**src/rtl/uart_pkg.sv**
```systemverilog
// Shared UART constants and the transmit-arbiter state encoding.
package uart_pkg;

  localparam int unsigned DefaultClksPerBit = 87;  // 10 MHz clock, 115200 baud
  localparam int unsigned TimeoutMult       = 12;  // bit times allowed per byte before giving up

  typedef enum logic [1:0] {
    StIdle = 2'd0,
    StSend = 2'd1,
    StWait = 2'd2,
    StHold = 2'd3
  } arb_state_e;

endpackage

```
**src/rtl/uart_tx_arbiter_if.sv**
```systemverilog
// Requester/transmitter handshake bundle around the shared UART transmit arbiter.
interface uart_tx_arbiter_if #(
  parameter int unsigned NUM_REQ = 3
);

  logic [NUM_REQ-1:0]   req;
  logic [8*NUM_REQ-1:0] req_data;
  logic [NUM_REQ-1:0]   req_last;
  logic [NUM_REQ-1:0]   req_ack;
  logic [NUM_REQ-1:0]   grant;
  logic                 tx_dv;
  logic [7:0]           tx_byte;
  logic                 tx_done;
  logic                 busy;
  logic                 timeout_err;

  modport master (
    input  req, req_data, req_last, tx_done,
    output req_ack, grant, tx_dv, tx_byte, busy, timeout_err
  );

  modport slave (
    output req, req_data, req_last, tx_done,
    input  req_ack, grant, tx_dv, tx_byte, busy, timeout_err
  );

endinterface

```
**src/rtl/rr_picker.sv**
```systemverilog
// Combinational round-robin picker: first set req bit above ptr, wrapping.
module rr_picker #(
  parameter int unsigned NUM_REQ = 3,
  parameter int unsigned IDX_W   = (NUM_REQ > 1) ? $clog2(NUM_REQ) : 1
) (
  input  logic [NUM_REQ-1:0] req,
  input  logic [IDX_W-1:0]   ptr,
  output logic [NUM_REQ-1:0] winner,
  output logic [IDX_W-1:0]   index
);

  logic [IDX_W-1:0] cand;
  logic             found;

  always_comb begin
    winner = '0;
    index  = '0;
    cand   = '0;
    found  = 1'b0;
    // Offset NUM_REQ lands back on ptr itself, so the last owner is considered last.
    for (int unsigned off = 1; off <= NUM_REQ; off++) begin
      cand = IDX_W'((32'(ptr) + off) % NUM_REQ);
      if (!found && req[cand]) begin
        found        = 1'b1;
        winner[cand] = 1'b1;
        index        = cand;
      end
    end
  end

endmodule

```
**src/rtl/uart_tx_arbiter.sv**
```systemverilog
// Shares one UART transmitter among NUM_REQ requesters; a grant is held for a whole message.
module uart_tx_arbiter
  import uart_pkg::*;
#(
  parameter int unsigned NUM_REQ      = 3,
  parameter int unsigned CLKS_PER_BIT = DefaultClksPerBit
) (
  input logic               clk,
  input logic               rst,
  uart_tx_arbiter_if.master bus
);

  localparam int unsigned IdxW         = (NUM_REQ > 1) ? $clog2(NUM_REQ) : 1;
  localparam int unsigned TimeoutLimit = TimeoutMult * CLKS_PER_BIT;
  localparam int unsigned CntW         = $clog2(TimeoutLimit + 1);

  arb_state_e         state_q;
  logic [NUM_REQ-1:0] grant_q;
  logic [NUM_REQ-1:0] req_ack_q;
  logic [IdxW-1:0]    gidx_q;
  logic [IdxW-1:0]    ptr_q;
  logic               tx_dv_q;
  logic [7:0]         tx_byte_q;
  logic               last_q;
  logic               timeout_q;
  logic [CntW-1:0]    cnt_q;

  logic [NUM_REQ-1:0] pick_winner;
  logic [IdxW-1:0]    pick_index;
  logic [7:0]         sel_data;

  rr_picker #(
    .NUM_REQ (NUM_REQ),
    .IDX_W   (IdxW)
  ) u_picker (
    .req    (bus.req),
    .ptr    (ptr_q),
    .winner (pick_winner),
    .index  (pick_index)
  );

  always_comb begin
    sel_data = '0;
    for (int i = 0; i < NUM_REQ; i++) begin
      if (gidx_q == IdxW'(i)) sel_data = bus.req_data[8*i +: 8];
    end
  end

  always_ff @(posedge clk or negedge rst) begin
    if (!rst) begin
      state_q   <= StIdle;
      grant_q   <= '0;
      req_ack_q <= '0;
      gidx_q    <= '0;
      ptr_q     <= IdxW'(NUM_REQ - 1);
      tx_dv_q   <= 1'b0;
      tx_byte_q <= 8'h00;
      last_q    <= 1'b0;
      timeout_q <= 1'b0;
      cnt_q     <= '0;
    end else begin
      req_ack_q <= '0;
      tx_dv_q   <= 1'b0;
      timeout_q <= 1'b0;
      unique case (state_q)
        StIdle: begin
          if (|bus.req) begin
            grant_q <= pick_winner;
            gidx_q  <= pick_index;
            state_q <= StSend;
          end
        end
        StSend: begin
          tx_dv_q   <= 1'b1;
          req_ack_q <= grant_q;
          tx_byte_q <= sel_data;
          last_q    <= bus.req_last[gidx_q];
          cnt_q     <= '0;
          state_q   <= StWait;
        end
        StWait: begin
          // tx_done takes priority over a timeout landing on the same edge.
          if (bus.tx_done) begin
            cnt_q <= '0;
            if (last_q) begin
              grant_q <= '0;
              ptr_q   <= gidx_q;
              state_q <= StIdle;
            end else if (bus.req[gidx_q]) begin
              state_q <= StSend;
            end else begin
              state_q <= StHold;
            end
          end else if (cnt_q == CntW'(TimeoutLimit - 1)) begin
            timeout_q <= 1'b1;
            grant_q   <= '0;
            ptr_q     <= gidx_q;
            cnt_q     <= '0;
            state_q   <= StIdle;
          end else begin
            cnt_q <= cnt_q + 1'b1;
          end
        end
        StHold: begin
          if (bus.req[gidx_q]) state_q <= StSend;
        end
        default: state_q <= StIdle;
      endcase
    end
  end

  assign bus.grant       = grant_q;
  assign bus.req_ack     = req_ack_q;
  assign bus.tx_dv       = tx_dv_q;
  assign bus.tx_byte     = tx_byte_q;
  assign bus.timeout_err = timeout_q;
  assign bus.busy        = (state_q != StIdle);

endmodule

```
**src/flat_wrapper.sv**
```systemverilog
// flat-port wrapper written by rule: the top's interface ports become plain ports
module uart_tx_arbiter_flat import uart_pkg::*;
#(
  parameter int unsigned NUM_REQ      = 3,
  parameter int unsigned CLKS_PER_BIT = DefaultClksPerBit
)
  (clk, rst, bus_req, bus_req_data, bus_req_last, bus_tx_done, bus_req_ack, bus_grant, bus_tx_dv, bus_tx_byte, bus_busy, bus_timeout_err);
  uart_tx_arbiter_if #(.NUM_REQ(NUM_REQ)) bus_i ();
  input logic clk;
  input logic rst;
  input wire logic [$bits(bus_i.req)-1:0] bus_req;
  input wire logic [$bits(bus_i.req_data)-1:0] bus_req_data;
  input wire logic [$bits(bus_i.req_last)-1:0] bus_req_last;
  input wire logic [$bits(bus_i.tx_done)-1:0] bus_tx_done;
  output wire logic [$bits(bus_i.req_ack)-1:0] bus_req_ack;
  output wire logic [$bits(bus_i.grant)-1:0] bus_grant;
  output wire logic [$bits(bus_i.tx_dv)-1:0] bus_tx_dv;
  output wire logic [$bits(bus_i.tx_byte)-1:0] bus_tx_byte;
  output wire logic [$bits(bus_i.busy)-1:0] bus_busy;
  output wire logic [$bits(bus_i.timeout_err)-1:0] bus_timeout_err;
  assign bus_i.req = bus_req;
  assign bus_i.req_data = bus_req_data;
  assign bus_i.req_last = bus_req_last;
  assign bus_i.tx_done = bus_tx_done;
  assign bus_req_ack = bus_i.req_ack;
  assign bus_grant = bus_i.grant;
  assign bus_tx_dv = bus_i.tx_dv;
  assign bus_tx_byte = bus_i.tx_byte;
  assign bus_busy = bus_i.busy;
  assign bus_timeout_err = bus_i.timeout_err;
  uart_tx_arbiter #(.NUM_REQ(NUM_REQ), .CLKS_PER_BIT(CLKS_PER_BIT)) u_core (.clk(clk), .rst(rst), .bus(bus_i));
endmodule
```
**config.mk**
```make
export PLATFORM = sky130hd
export DESIGN_NAME = uart_tx_arbiter_flat
export DESIGN_NICKNAME = d
export VERILOG_FILES = /design/src/rtl/uart_pkg.sv /design/src/rtl/uart_tx_arbiter_if.sv /design/src/rtl/rr_picker.sv /design/src/rtl/uart_tx_arbiter.sv /design/src/flat_wrapper.sv
export SDC_FILE = /design/constraint.sdc
export NUM_CORES = 1
export LEC_CHECK = 0
export BUFFER_PORTS_ARGS = -buffer_cell sky130_fd_sc_hd__buf_2
export CAP_MARGIN = 10
export CORE_MARGIN = 2
export CORE_UTILIZATION = 53
export DETAILED_ROUTE_END_ITERATION = 6
export PLACE_DENSITY = 0.88
export SLEW_MARGIN = 20
export SYNTH_ARGS = -nofsm -noshare
export SYNTH_HDL_FRONTEND = slang
export SYNTH_HIERARCHICAL = 1
export SYNTH_SLANG_ARGS = --single-unit
```
**constraint.sdc**
```tcl
create_clock -name clk -period 2.6 [get_ports clk]
set_input_delay 0.78 -clock clk [delete_from_list [all_inputs] [get_ports clk]]
set_output_delay 0.78 -clock clk [all_outputs]
set_load 0.005 [all_outputs]
```
# After elaboration in Yosys (flattened, before gate mapping)
# Cells that the tools add are included.
totals:
  wordCells: 105
  regBits: 34
  inputBits: 33
  output_inout_bits: 17
op_classes:
  n_lt_le_gt_ge: 7
  bitwise: 2
  n_eq_ne: 11
  div_mod_pow: 3
  muxes: 50
  add_sub_neg: 4
  reduce_logical: 18
ops:
  columns: ["operator", "count"]
  rows:
  - ["$mod 32x2->32 const B", 3]
  - ["$mux 2", 12]
  - ["$mux 3", 8]
  - ["$mux 8", 3]
  - ["$mux 11", 2]
  - ["$pmux 11 s2", 1]
  - ["$mux 1", 14]
  - ["$lt 2x3->1 const B", 4]
  - ["$add 11x1->11 const B", 1]
  - ["$eq 11x11->1 const B", 1]
  - ["$bmux 1 s2", 5]
  - ["$pmux 2 s4", 1]
  - ["$reduce_bool 2->1", 4]
  - ["$add 2x2->3 const B", 2]
  - ["$demux 1 s2", 3]
  - ["$eq 2x2->1 const B", 3]
  - ["$ge 2x1->1 const B", 3]
  - ["$ne 2x1->1 const B", 3]
  - ["$ne 3x2->1 const B", 2]
  - ["$or 3x3->3", 2]
  - ["$pmux 3 s2", 1]
  - ["$reduce_and 3->1", 2]
  - ["$logic_and 1x1->1", 5]
  - ["$eq 2x1->1 const B", 2]
  - ["6 further kinds", 8]

# Depth between registers and ports, before layout
# Gate-level depths: netlist of run 1.
depth:
  ltp_word: 13
  ltp_mapped: 8
  mapped_depth_nobuf: 8

# By module
# The synthesis of run 1 kept the hierarchy.
by_module_without_submodules:
  columns: ["module", "instances", "cells_each", "area_per_inst_um2", "seq_area_each_um2"]
  rows:
  - ["uart_tx_arbiter", 1, 172, 1761.7, 852.1]
  - ["rr_picker", 1, 35, 280.3, 0.0]

# Worst setup path before layout of run 1
# No wires, ideal clock.
synth_timing:
  path_kind: "in2reg"
  start: "in bus_req[0]"
  end: "reg u_core.state_q[0]"
  n_path_buf: 0
  arrival_ns: 1.806
  stages: 3
  setup_ns: 0.125
  required_time_ns: 2.475
  slack_ns: 0.669
  path_cell_list: "or4_1 > o211ai_1 > mux2_2"
synth_between:
  elab_chain_cells: 4
  word_cells_on_any_way: 6
  cone_classes: "eq/ne (2); mux (2); reduce/logical (2)"
synth_rtl:
  columns: ["item", "line_no", "text"]
  rows:
  - ["from (decl)", "flat_wrapper.sv:11", "input wire logic [$bits(bus_i.req)-1:0] bus_req;"]
  - ["$bmux 1 s2", "uart_tx_arbiter.sv:105", "if (bus.req[gidx_q]) state_q <= StSend;"]
  - ["$mux 1 (not written as such)", "uart_tx_arbiter.sv:105", null]
  - ["$ne 2x1->1 (no line)", null, null]
  - ["$reduce_and 3->1 (no line) (*)", null, null]
  - ["to (signal assigned)", "uart_tx_arbiter.sv:99", "state_q <= StIdle;"]
  - ["to (signal assigned)", "uart_tx_arbiter.sv:105", null]
  - ["to (signal assigned)", "uart_tx_arbiter.sv:107", "default: state_q <= StIdle;"]
  - ["to (decl)", "uart_tx_arbiter.sv:17", "arb_state_e state_q;"]
# Every way passes the cells marked *; elsewhere a longest branch is shown, timed or not. The select of a mux whose other input is x is not followed.
# A chain may end at the register's enable or synchronous reset.

# Worst setup path in the final report of run 1
layout_timing:
  start: "reg u_core.ptr_q[1]"
  end: "reg u_core.grant_q[1], in the netlist u_core/bus.grant[1]"
layout_between:
  elab_chain_cells: 13
  word_cells_on_any_way: 40
  cone_classes: "add/sub (3); div (3); order compare (6); mux (19); bitwise (2); reduce/logical (7)"
layout_rtl:
  columns: ["item", "line_no", "text"]
  rows:
  - ["from (decl)", "uart_tx_arbiter.sv:21", "logic [IdxW-1:0] ptr_q;"]
  - ["from (signal assigned)", "uart_tx_arbiter.sv:55", "ptr_q <= IdxW'(NUM_REQ - 1);"]
  - ["from (signal assigned)", "uart_tx_arbiter.sv:87", "ptr_q <= gidx_q;"]
  - ["from (signal assigned)", "uart_tx_arbiter.sv:97", "ptr_q <= gidx_q;"]
  - ["$add 2x1->3", "rr_picker.sv:22", "cand = IDX_W'((32'(ptr) + off) % NUM_REQ);"]
  - ["$mod 32x2->32", "rr_picker.sv:22", null]
  - ["$lt 2x3->1 (not written as such) (tied with other cells)", "rr_picker.sv:25", "winner[cand] = 1'b1;"]
  - ["$logic_and 1x1->1 (not written as such) or $mux 1 (tied branches)", "rr_picker.sv:25, rr_picker.sv:23", null]
  - ["$mux 1 (on tied branches)", "rr_picker.sv:25, rr_picker.sv:23", null]
  - ["$demux 1 s2 or $logic_not 1->1 (tied branches)", "rr_picker.sv:25, rr_picker.sv:23", null]
  - ["$mux 3 or $logic_and 1x1->1 (tied branches)", "rr_picker.sv:23", "if (!found && req[cand]) begin"]
  - ["$or 3x3->3 (no line) or $mux 1 (tied branches)", null, null]
  - ["$mux 3 or $logic_not 1->1 (tied branches)", "rr_picker.sv:23", null]
  - ["$or 3x3->3 (no line) or $logic_and 1x1->1 (tied branches)", null, null]
  - ["$mux 3 (*)", "rr_picker.sv:23", null]
  - ["via u_core.pick_winner[1]", "uart_tx_arbiter.sv:28", "logic [NUM_REQ-1:0] pick_winner;"]
  - ["$mux 3 (*)", "uart_tx_arbiter.sv:67", "if (|bus.req) begin"]
  - ["$pmux 3 s2 (*)", "uart_tx_arbiter.sv:65", "unique case (state_q)"]
  - ["to (signal assigned)", "uart_tx_arbiter.sv:68", "grant_q <= pick_winner;"]
  - ["to (decl)", "uart_tx_arbiter.sv:18", "logic [NUM_REQ-1:0] grant_q;"]
# Mark *: on every way through the listed nets, which the timed path passes. The rest lies on a longest branch. The select of a mux whose other input is x is not followed.

==> results.ini, run 1 <==
[run_status]
status = finished clean

[route]
wl_um = 4170
post-route-drc-count = 0
vias = 1675
avgRoutedWirePerCell_um = 13.6
first_pass_iters = 4
antenna_left = 0
via_per_inst = 5.46
drtIter0Drc = 95

[global_routing]
grt_pass1_wl_um = 7200
antenna_found_initial = 0
grt-ovfl-total = 0
grt_start_max_net_pins = 35
grt_pass1_vias = 1658
track_usage_pct = 22.2

[setup_path]
slowest_delay_ns = 0.56
crit_chain = ha_1, mux2i_1, nor2_2, a21oi_1, o22ai_1, nor2b_1, mux2_1
cp.required_ns = 2.78
critPathArrivalTime_ns = 2.26
crit_slowest_cell = dfstp_2
path_max_fanout = 7
cp-start-kind = register
cp-end-kind = register
critical_path_class = reg -> reg

[clock_network]
cts_resized = 0
clk_pin_slew_ns = 0.07
post_cts_buffers = 0
numCtsBuffers = 5
h-tree-depth = 2
clkLatencyLatePin_ns = 0.29
cts.sinks = 34
clockRootBuffer = clkbuf_8
cts_buffer_depth = 2
cts_tree = done
hold_buffers = 0

[logic_synthesis]
synth_edf_count = 0
ys_ff_latch = 34
ys_top_cells_by_count = dfrtp_1 (33), nor2_1 (27), a21oi_1 (20)
synthCells = 207
synthMostInstantiatedCell = dfrtp_1
synth_cell_types = 47
netlist_area_sq_um = 2040
synth_area_leader_cell = dfrtp_1
ys.flop_type = dfrtp_1
synthTopCellsByArea = dfrtp_1 (40%), mux2i_1 (6.9%), ha_1 (5.5%), nor2_1 (5.0%), a21oi_1 (4.9%)
synth_nets = 249
yosys.area.top_type_share_pct = 40.4
seq_area_frac_synth_pct = 41.7
syn_avg_cell_area_sq_um = 9.86
async_flop_share_pct = 100
yosys_warnings = 6

[power_and_ir_drop]
worst_ir_drop_vdd_mv = 0.626
p_switching_mw = 0.995
power_density_nw_per_um2 = 1020
combPwrFrac_pct = 50.4
p_int_mw = 1.49
power_switching_share_pct = 40.0
clockPowerShare_pct = 16.2
p_seq_share_pct = 33.3
total_leakage_power_nw = 1.13

[die]
dieArea_sq_um = 4370
pin_count = 50
die_h_um = 66.1
core.rowCount = 22
core-area_sq_um = 3690
die_x_um = 66.1
initial_core_util_pct = 55.4

[sta]
drv_slew = 0
tightestPinTransition_ns = 0.717
min_period_over_period_pct = 80.1
finClkSkew_ns = 0.00484
setup_violations = 0
rsz0062_at_grt = no
slew_headroom_pct = 52.2
fin_setup_tns_ns = 0
max_freq_mhz = 480
fin_crit_ns = 2.08
hold_viol = 0

[place]
gp_congestion = 0.937
dpl.hpwl_um = 3080
placed_cells = 299
dpl-instance-area_sq_um = 2340
numPortBuffers = 49

[cells_and_area]
layout.nets = 300
drive_above_1_share_pct = 29.0
design_area_sq_um = 2430
antenna_cells = 0
finalNonFillerCells = 307
area_growth_pct = 18.9

[run]
cap_violations = 0

[min_path]
min_path_type = reg -> reg

[cells by family (layout without fill, tap and decap cells)]
| logic type | count (synthesis) | count (layout) | synth area share [%] |
|---|---|---|---|
| AND/OR/NAND/NOR | 70 | 70 | 17.8 |
| flip-flops | 34 | 34 | 41.7 |
| XOR/XNOR | 6 | 6 | 2.57 |
| buffers and inverters | 17 | 69 | 3.12 |
| adder cells (fa/ha/maj) | 9 | 9 | 5.51 |
| multiplexers | 24 | 24 | 12.4 |
| AO/OA/AOI/OAI | 47 | 47 | 16.9 |
[power by group through the flow]
stage	Sequential [mW]	Clock, mW	Combinational [mW]
2_1_floorplan	0.809	0	0.923
3_3_place_gp	0.833	0	1.21
3_5_place_dp	0.836	0	1.25
4_1_cts	0.830	0.413	1.25
5_1_grt	0.856	0.436	1.40
6_report	0.829	0.404	1.25
[layout make-up]
type                    count  area [sq um]
multi-input cells         156          1130
fillers                   312          1260
clock buffers               7          86.3
flip-flops and latches     34           852
inverters                  10          37.5
repair buffers             51           260
well taps                  48          60.1
clock inverters             1          5.00
[per-stage QoR]
stage / hold WS, ns / setup WS (ns) / utilization, % / power (mW)
after detailed placement: 0.498 / 0.483 / 63.3 / 2.08
after CTS: 0.507 / 0.549 / 65.8 / 2.49
after global routing: 0.528 / 0.375 / 65.8 / 2.69
after floorplan: 0.471 / 0.669 / - / 1.73
final: 0.509 / 0.518 / 65.8 / 2.49
after global placement: 0.488 / 0.500 / 63.3 / 2.04
[critical path, delay by kind of cell, from the launching register on]
kind | cells | cell delay (ns)
multiplexers | 2 | 0.54
flip-flops | 1 | 0.56
AO/OA/AOI/OAI | 2 | 0.32
AND/OR/NAND/NOR | 2 | 0.23
adder cells (fa/ha/maj) | 1 | 0.32
[routing by layer]
| layer | track usage [%] | wire length (um) | up-vias |
|---|---|---|---|
| li1 | - | - | 832 |
| met1 | 26.6 | 1870 | 778 |
| met2 | 36.9 | 1950 | 58 |
| met3 | 4.77 | 256 | 7 |
| met4 | 12.8 | 96 | 0 |
| met5 | 0 | 0 | - |
[sequential cells by signal (all words and copies together) (netlist names)]
name,count
u_core/ptr_q,2
u_core/gidx_q,2
u_core/bus.timeout_err,1
u_core/bus.tx_byte,8
u_core/bus.req_ack,3
u_core/state_q,2
u_core/last_q,1
u_core/bus.tx_dv,1
u_core/bus.grant,3
u_core/cnt_q,11
[cells in the final DEF, fill, tap and decap left out, drive strengths merged, types with 2 or more instances in the layout]
cell / n
nand3: 2
buf: 51
nor3: 2
ha: 9
o2bb2ai: 4
nor4: 2
and3: 3
xor2: 3
o21ai: 8
or4: 2
nor2b: 4
nand2: 8
dfrtp: 33
o22ai: 2
mux2i: 14
xnor2: 3
a21oi: 20
clkbuf: 7
mux2: 10
nand4: 3
nand2b: 5
o31ai: 2
and2: 4
nand3b: 3
nor2: 28
inv: 10
[final timing paths]
kind	endpoint	start	slack, ns	depth (start not counted)
min in group asynchronous	u_core/cnt_q[7]$_DFFE_PN0P_	rst	0.54	1
worst max register to register	u_core/bus.grant[1]$_DFFE_PN0P_	u_core/ptr_q[1]$_DFFE_PN1P_	0.52	7
worst min-delay path	u_core/cnt_q[0]$_DFFE_PN0P_	u_core/cnt_q[0]$_DFFE_PN0P_	0.51	1
worst max-delay path	u_core/bus.grant[1]$_DFFE_PN0P_	u_core/ptr_q[1]$_DFFE_PN1P_	0.52	7
max in group asynchronous	u_core/bus.tx_byte[1]$_DFFE_PN0P_	rst	1.61	1
worst min register to register	u_core/cnt_q[0]$_DFFE_PN0P_	u_core/cnt_q[0]$_DFFE_PN0P_	0.51	1
Power figures use the tool's default switching activity.
==> run 2, diff against run 1 <==
Clock period 2.6 ns to 2.2 ns, I/O delays scaled along.
==> run 2 against run 1 <==
  * Fmax grew 2.3%
  * Sequential cell count is the same
  * Total power grew 19%
  * Sequential power grew 15%
  * Sequential share of layout area shrank 0.22 points
  * Clock power grew 16%
  * Die area is the same
  * Critical endpoint is now u_core/bus.grant[0]$_DFFE_PN0P_
  * Via count grew 1.4%
  * Non-clock buffer count grew 2
  * Setup slack lost 0.35 ns
==> results.ini, run 2 (same netlist as run 1, synthesis figures left out) <==
[run_status]
status = finished clean

[clock_network]
clockRootBuffer = clkbuf_8
cts_resized = 0  ; unchanged
cts.sinks = 34  ; unchanged
numCtsBuffers = 5  ; unchanged
cts_tree = done
cts_buffer_depth = 2  ; unchanged
hold_buffers = 0  ; unchanged
post_cts_buffers = 0  ; unchanged
clk_pin_slew_ns = 0.07  ; about the same
h-tree-depth = 2  ; unchanged
clkLatencyLatePin_ns = 0.28  ; about the same

[sta]
drv_slew = 0  ; unchanged
max_freq_mhz = 491  ; +2.3%
fin_setup_tns_ns = 0  ; unchanged
setup_violations = 0  ; unchanged
hold_viol = 0  ; unchanged
finClkSkew_ns = 0.00516  ; +0.000318 ns
min_period_over_period_pct = 92.5  ; +12 points
tightestPinTransition_ns = 0.728  ; +0.0107 ns
rsz0062_at_grt = no
fin_crit_ns = 2.04  ; -0.0462 ns
slew_headroom_pct = 51.5  ; -0.71 points

[cells_and_area]
area_growth_pct = 19.6
largest_register_ffs = 11  ; unchanged
layout.nets = 302  ; +0.67%
multi_input_area_sq_um = 1130  ; unchanged
fill_cells = 303  ; -2.9%
top_register = u_core/cnt_q
final_cell_mix = buf_2 (49), dfrtp_1 (33), nor2_1 (27)
layout_commonest_cell = buf_2
design_area_sq_um = 2440  ; +0.62%
drive_above_1_share_pct = 29.5  ; +0.54 points
antenna_cells = 0  ; unchanged
seqCellArea_sq_um = 852  ; unchanged

[place]
dpl-instance-area_sq_um = 2350  ; +0.64%
numPortBuffers = 49  ; unchanged
dpl.hpwl_um = 3180  ; +3.1%
gp_congestion = 1.02  ; +9.1%

[global_routing]
grt_start_max_net_pins = 35  ; unchanged
track_usage_pct = 21.7  ; -0.55 points
grt_pass1_vias = 1642  ; -0.97%
antenna_found_initial = 0  ; unchanged
grt_pass1_wl_um = 7200  ; about the same
grt-ovfl-total = 0  ; unchanged

[route]
post-route-drc-count = 0  ; unchanged
drtIter0Drc = 68  ; -28%
first_pass_iters = 4  ; unchanged
antenna_left = 0  ; unchanged
via_per_inst = 5.50  ; +0.78%
avgRoutedWirePerCell_um = 13.4  ; -1.6%
vias = 1699  ; +1.4%
wl_um = 4130  ; -1.0%

[power_and_ir_drop]
power_switching_share_pct = 39.6  ; -0.40 points
power_density_nw_per_um2 = 1210  ; +18%
p_switching_mw = 1.17  ; +18%
p_int_mw = 1.79  ; +20%
combPwrFrac_pct = 52.2  ; +1.8 points
worst_ir_drop_vdd_mv = 0.656  ; +4.8%
clockPowerShare_pct = 15.8  ; -0.4 points
p_seq_share_pct = 32.1  ; -1.2 points
total_leakage_power_nw = 1.14  ; +0.88%

[die]
die_h_um = 66.1  ; unchanged
pin_count = 50  ; unchanged
dieArea_sq_um = 4370  ; unchanged
initial_core_util_pct = 55.4  ; unchanged
core.rowCount = 22  ; unchanged
core-area_sq_um = 3690  ; unchanged
die_x_um = 66.1  ; unchanged

[setup_path]
cp-start-kind = register
cp-end-kind = register
critical_path_class = reg -> reg
path_max_fanout = 6  ; -1
critPathArrivalTime_ns = 2.20  ; -0.06 ns
cp.required_ns = 2.37  ; -0.41 ns

[run]
cap_violations = 0  ; unchanged

[min_path]
min_path_type = in -> async

==> run 2: path summary, 6_finish.rpt <==
path / start / end / slack [ns] / cells past startpoint
hold / removal: rst / u_core/cnt_q[9]$_DFFE_PN0P_ / 0.43 / 1
setup / recovery: u_core/ptr_q[0]$_DFFE_PN0P_ / u_core/bus.grant[0]$_DFFE_PN0P_ / 0.16 / 8
hold reg to reg: u_core/bus.grant[0]$_DFFE_PN0P_ / u_core/bus.req_ack[0]$_DFF_PN0_ / 0.51 / 1
setup reg to reg: u_core/ptr_q[0]$_DFFE_PN0P_ / u_core/bus.grant[0]$_DFFE_PN0P_ / 0.16 / 8
min in group clk: u_core/bus.grant[0]$_DFFE_PN0P_ / u_core/bus.req_ack[0]$_DFF_PN0_ / 0.51 / 1
max in group asynchronous: rst / u_core/bus.tx_byte[3]$_DFFE_PN0P_ / 1.30 / 1
==> run 2: power by group through the flow <==
stage / clock (mW) / sequential, mW / combinational (mW)
floorplan: 0 / 0.956 / 1.09
global placement: 0 / 0.952 / 1.49
detailed placement: 0 / 0.958 / 1.55
CTS: 0.482 / 0.953 / 1.55
global route: 0.510 / 0.980 / 1.73
finish: 0.467 / 0.950 / 1.54
==> run 2: per-stage QoR <==
stage          setup WS [ns]  hold slack [ns]  util [%]  power (mW)  cells
6_report               0.164            0.430      66.2        2.96    309
5_1_grt               0.0170            0.492      66.2        3.22    309
4_1_cts                0.173            0.456      66.2        2.98    309
3_5_place_dp           0.188            0.503      63.7        2.51    301
3_3_place_gp           0.210            0.488      63.7        2.44    301
2_1_floorplan          0.319            0.364         -        2.05    207
==> run 2: layer usage <==
metal | vias to the layer above | track usage [%] | wire length [um]
met5 | - | 0 | 0
met2 | 54 | 34.7 | 1950
met4 | 0 | 7.65 | 25
met1 | 806 | 28.3 | 1890
met3 | 2 | 5.96 | 268
li1 | 837 | - | -
==> run 2: layout make-up <==
type	instances	area share, %
flip-flops and latches	34	34.9
multi-input cells	156	46.1
inverters	10	1.54
clock inverters	1	0.205
repair buffers	53	11.3
clock buffers	7	3.53
well taps	48	2.46
==> run 2: critical path, cell delays in order (launching register included) <==
cell,delay (ns)
dfrtp_1,0.39
inv_1,0.08
ha_1,0.40
mux2i_1,0.31
o21ai_4,0.11
o21ai_1,0.16
a21oi_1,0.08
nor2b_1,0.13
mux2_2,0.27
==> run 3, diff against run 2 <==
Settings changed: ABC_AREA set to 1, CORE_UTILIZATION 53 to 54, PLACE_DENSITY 0.88 to 0.89.
==> run 3 against run 2 <==
  * Clock skew rose by 0.0026 ns
  * Cell count grew 29%
  * Sequential power increased by 3.2%
  * Via count grew 20%
  * Critical path depth increased by 2
  * Setup slack gained 0.10 ns
  * Core utilization grew 1.3 points
  * Sequential share of layout area is 1.2 points lower
  * Critical path type unchanged
  * Critical endpoint is now u_core/bus.grant[1]$_DFFE_PN0P_
  * Largest power group unchanged
  * Highest routed layer unchanged
==> results.ini, run 3 <==
[run_status]
status = finished clean

[clock_network]
cts_resized = 0  ; unchanged
clkLatencyLatePin_ns = 0.29  ; about the same
cts_tree = done
hold_buffers = 0  ; unchanged
cts_buffer_depth = 2  ; unchanged
numCtsBuffers = 5  ; unchanged
post_cts_buffers = 0  ; unchanged
h-tree-depth = 2  ; unchanged
clk_pin_slew_ns = 0.07  ; about the same
cts.sinks = 34  ; unchanged
clockRootBuffer = clkbuf_8

[cells_and_area]
fin_util_pct = 67.5  ; +1.3 points
drive_above_1_share_pct = 25.1  ; -4.4 points
layout_commonest_cell = nand2_1
area_growth_pct = 18.3
top_register = u_core/cnt_q
layout.nets = 391  ; +29%
final_cell_mix = nand2_1 (76), buf_2 (49), nor2_1 (40)
antenna_cells = 0  ; unchanged
largest_register_ffs = 11  ; unchanged
fill_cells = 323  ; +6.6%
finalNonFillerCells = 398  ; +29%

[logic_synthesis]
synth_top_family_by_area = simple AND/OR/NAND/NOR gates
ys_ff_latch = 34  ; unchanged
netlist_area_sq_um = 2140  ; +4.6%
synthTopCellsByArea = dfrtp_1 (39%), nand2_1 (13%), nor2_1 (7.0%), inv_1 (5.8%), ha_1 (5.3%)
synth_area_leader_cell = dfrtp_1
synthMostInstantiatedCell = nand2_1
yosys_warnings = 6  ; unchanged
syn_avg_cell_area_sq_um = 7.24  ; -27%
synth_nets = 337  ; +35%
ys_top_cells_by_count = nand2_1 (76), nor2_1 (40), dfrtp_1 (33), inv_1 (33), nand3_1 (22)
seq_area_frac_synth_pct = 39.9  ; -1.8 points
synthMuxAreaShare_pct = 0  ; -12 points
synth_cell_types = 30  ; -36%
synth_xor_area_share_pct = 1.23  ; -1.3 points
synth_fa_ha_area_share_pct = 5.27  ; -0.24 points
synthCells = 295  ; +43%
synth_edf_count = 0  ; unchanged
ys.flop_type = dfrtp_1
yosys.area_share.simple_pct = 36.3  ; +18 points
yosys.area.top_type_share_pct = 38.7  ; -1.8 points
async_flop_share_pct = 100  ; unchanged
synth-compound-area-share_pct = 8.79  ; -8.1 points

[place]
placed_cells = 390  ; +30%
preCtsSetupSlack_ns = 0.347  ; +0.159 ns
gp_congestion = 0.889  ; -13%
numPortBuffers = 49  ; unchanged
dpl.hpwl_um = 3530  ; +11%

[global_routing]
track_usage_pct = 23.3  ; +1.6 points
grt-ovfl-total = 0  ; unchanged
grt_pass1_wl_um = 7910  ; +9.9%
antenna_found_initial = 0  ; unchanged
grt_start_max_net_pins = 35  ; unchanged
grt_pass1_vias = 1901  ; +16%

[setup_path]
rrSetupSlack_ns = 0.27  ; +0.10 ns
path_max_fanout = 7  ; +1
rr_startpoint = u_core/ptr_q[1]$_DFFE_PN1P_
cp-start-kind = register
critPathArrivalTime_ns = 2.15  ; -0.05 ns
r2r-end = u_core/bus.grant[1]$_DFFE_PN0P_
cp-end-kind = register
critical_path_class = reg -> reg
ff2ff_path_depth = 10  ; +2
cp.required_ns = 2.42  ; +0.05 ns

[die]
initial_core_util_pct = 57.1  ; +1.7 points
dieArea_sq_um = 4470  ; +2.5%
die_h_um = 66.9  ; +1.2%
core-area_sq_um = 3740  ; +1.5%
pin_count = 50  ; unchanged
core.rowCount = 22  ; unchanged
die_x_um = 66.9  ; +1.2%

[sta]
min_period_over_period_pct = 87.8  ; -4.8 points
setup_violations = 0  ; unchanged
max_freq_mhz = 518  ; +5.4%
rsz0062_at_grt = no
fin_setup_tns_ns = 0  ; unchanged
drv_slew = 0  ; unchanged
slew_headroom_pct = 51.2  ; -0.33 points
tightestPinTransition_ns = 0.733  ; +0.00501 ns
setup_ws_ns = 0.269  ; +0.105 ns
finClkSkew_ns = 0.00777  ; +0.00261 ns
hold_viol = 0  ; unchanged
fin_crit_ns = 1.93  ; -0.105 ns

[route]
post-route-drc-count = 0  ; unchanged
antenna_left = 0  ; unchanged
drtIter0Drc = 110  ; +62%
first_pass_iters = 4  ; unchanged
vias = 2038  ; +20%
avgRoutedWirePerCell_um = 11.2  ; -16%
via_per_inst = 5.12  ; -6.9%
wl_um = 4450  ; +7.9%

[power_and_ir_drop]
power_switching_share_pct = 46.7  ; +7.1 points
total_leakage_power_nw = 1.36  ; +19%
clockPowerShare_pct = 15.2  ; -0.6 points
p_switching_mw = 1.49  ; +27%
worst_ir_drop_vdd_mv = 0.809  ; +23%
power_density_nw_per_um2 = 1270  ; +4.3%
combPwrFrac_pct = 54.2  ; +2.0 points
p_seq_share_pct = 30.6  ; -1.5 points
p_int_mw = 1.70  ; -4.6%
power_mw = 3.20  ; +8.0%

[run]
cap_violations = 0  ; unchanged

[min_path]
min_path_type = in -> async

[run 3: cell count changes after synthesis, sizes merged, moves of 4 or more]
cell / delta
nor2: +18
nand3: +22
nor2b: -4
and2: -4
inv: +34
nand2: +76
mux2: -10
o2bb2ai: -4
a31oi: +9
mux2i: -14
clkbuf: -5
nand4: +7
a21oi: -8
nand2b: -5
[run 3: worst max-delay path by stage]
stage / depth (start not counted) / to / startpoint
after CTS: 10 / u_core/bus.grant[1]$_DFFE_PN0P_ / u_core/ptr_q[1]$_DFFE_PN1P_
after floorplan: 12 / u_core/bus.grant[1]$_DFFE_PN0P_ / u_core/ptr_q[1]$_DFFE_PN1P_
after detailed placement: 12 / u_core/bus.grant[1]$_DFFE_PN0P_ / u_core/ptr_q[1]$_DFFE_PN1P_
final: 10 / u_core/bus.grant[1]$_DFFE_PN0P_ / u_core/ptr_q[1]$_DFFE_PN1P_
after global routing: 10 / u_core/bus.grant[1]$_DFFE_PN0P_ / u_core/ptr_q[1]$_DFFE_PN1P_
after global placement: 13 / u_core/bus.grant[1]$_DFFE_PN0P_ / bus_req[2]
[run 3: routing by layer]
| layer | GRT usage (%) | vias up | routed length, um |
|---|---|---|---|
| met3 | 3.72 | 6 | 281 |
| met1 | 29.1 | 903 | 1970 |
| met2 | 40.0 | 74 | 2140 |
| met5 | 0 | - | 0 |
| met4 | 9.44 | 0 | 54 |
| li1 | - | 1055 | - |
[run 3: worst max-delay path, cell delays in order, from the launching register on]
cell and delay [ns]:
dfstp_2 0.57, ha_1 0.31, inv_2 0.11, nand2_1 0.07, o21ai_1 0.24, nand4_1 0.17, nand2_1 0.09, inv_1 0.04
nor2_1 0.09, nand4_1 0.10, nand2_1 0.09
[run 3: final cells by class]
cell class	instances	area [sq um]	share of cell area, %
clock buffers	6	82.6	3.27
clock inverters	2	12.5	0.495
inverters	44	165	6.53
multi-input cells	214	1100	43.6
flip-flops and latches	34	852	33.7
well taps	48	60.1	2.38
repair buffers	50	253	10.0
[run 3: per-stage QoR]
| stage | hold slack, ns | instance area [sq um] |
|---|---|---|
| after detailed placement | 0.483 | 2430 |
| final | 0.429 | 2530 |
| after floorplan | 0.364 | 2140 |
| after CTS | 0.460 | 2530 |
| after global placement | 0.475 | 2430 |
| after global routing | 0.505 | 2530 |
[run 3: kinds of logic (layout without fill, tap and decap cells)]
kind of cell	Yosys count	after routing
AND/OR/NAND/NOR	169	169
buffers and inverters	47	102
flip-flops	34	34
AO/OA/AOI/OAI	33	33
adder cells (fa/ha/maj)	9	9
XOR/XNOR	3	3
[run 3: power by group through the flow]
stage	Clock, mW	Sequential, mW	Combinational [mW]
3_3_place_gp	0	0.984	1.67
5_1_grt	0.513	1.01	1.97
6_report	0.485	0.980	1.73
2_1_floorplan	0	0.986	1.26
3_5_place_dp	0	0.992	1.72
4_1_cts	0.490	0.983	1.73
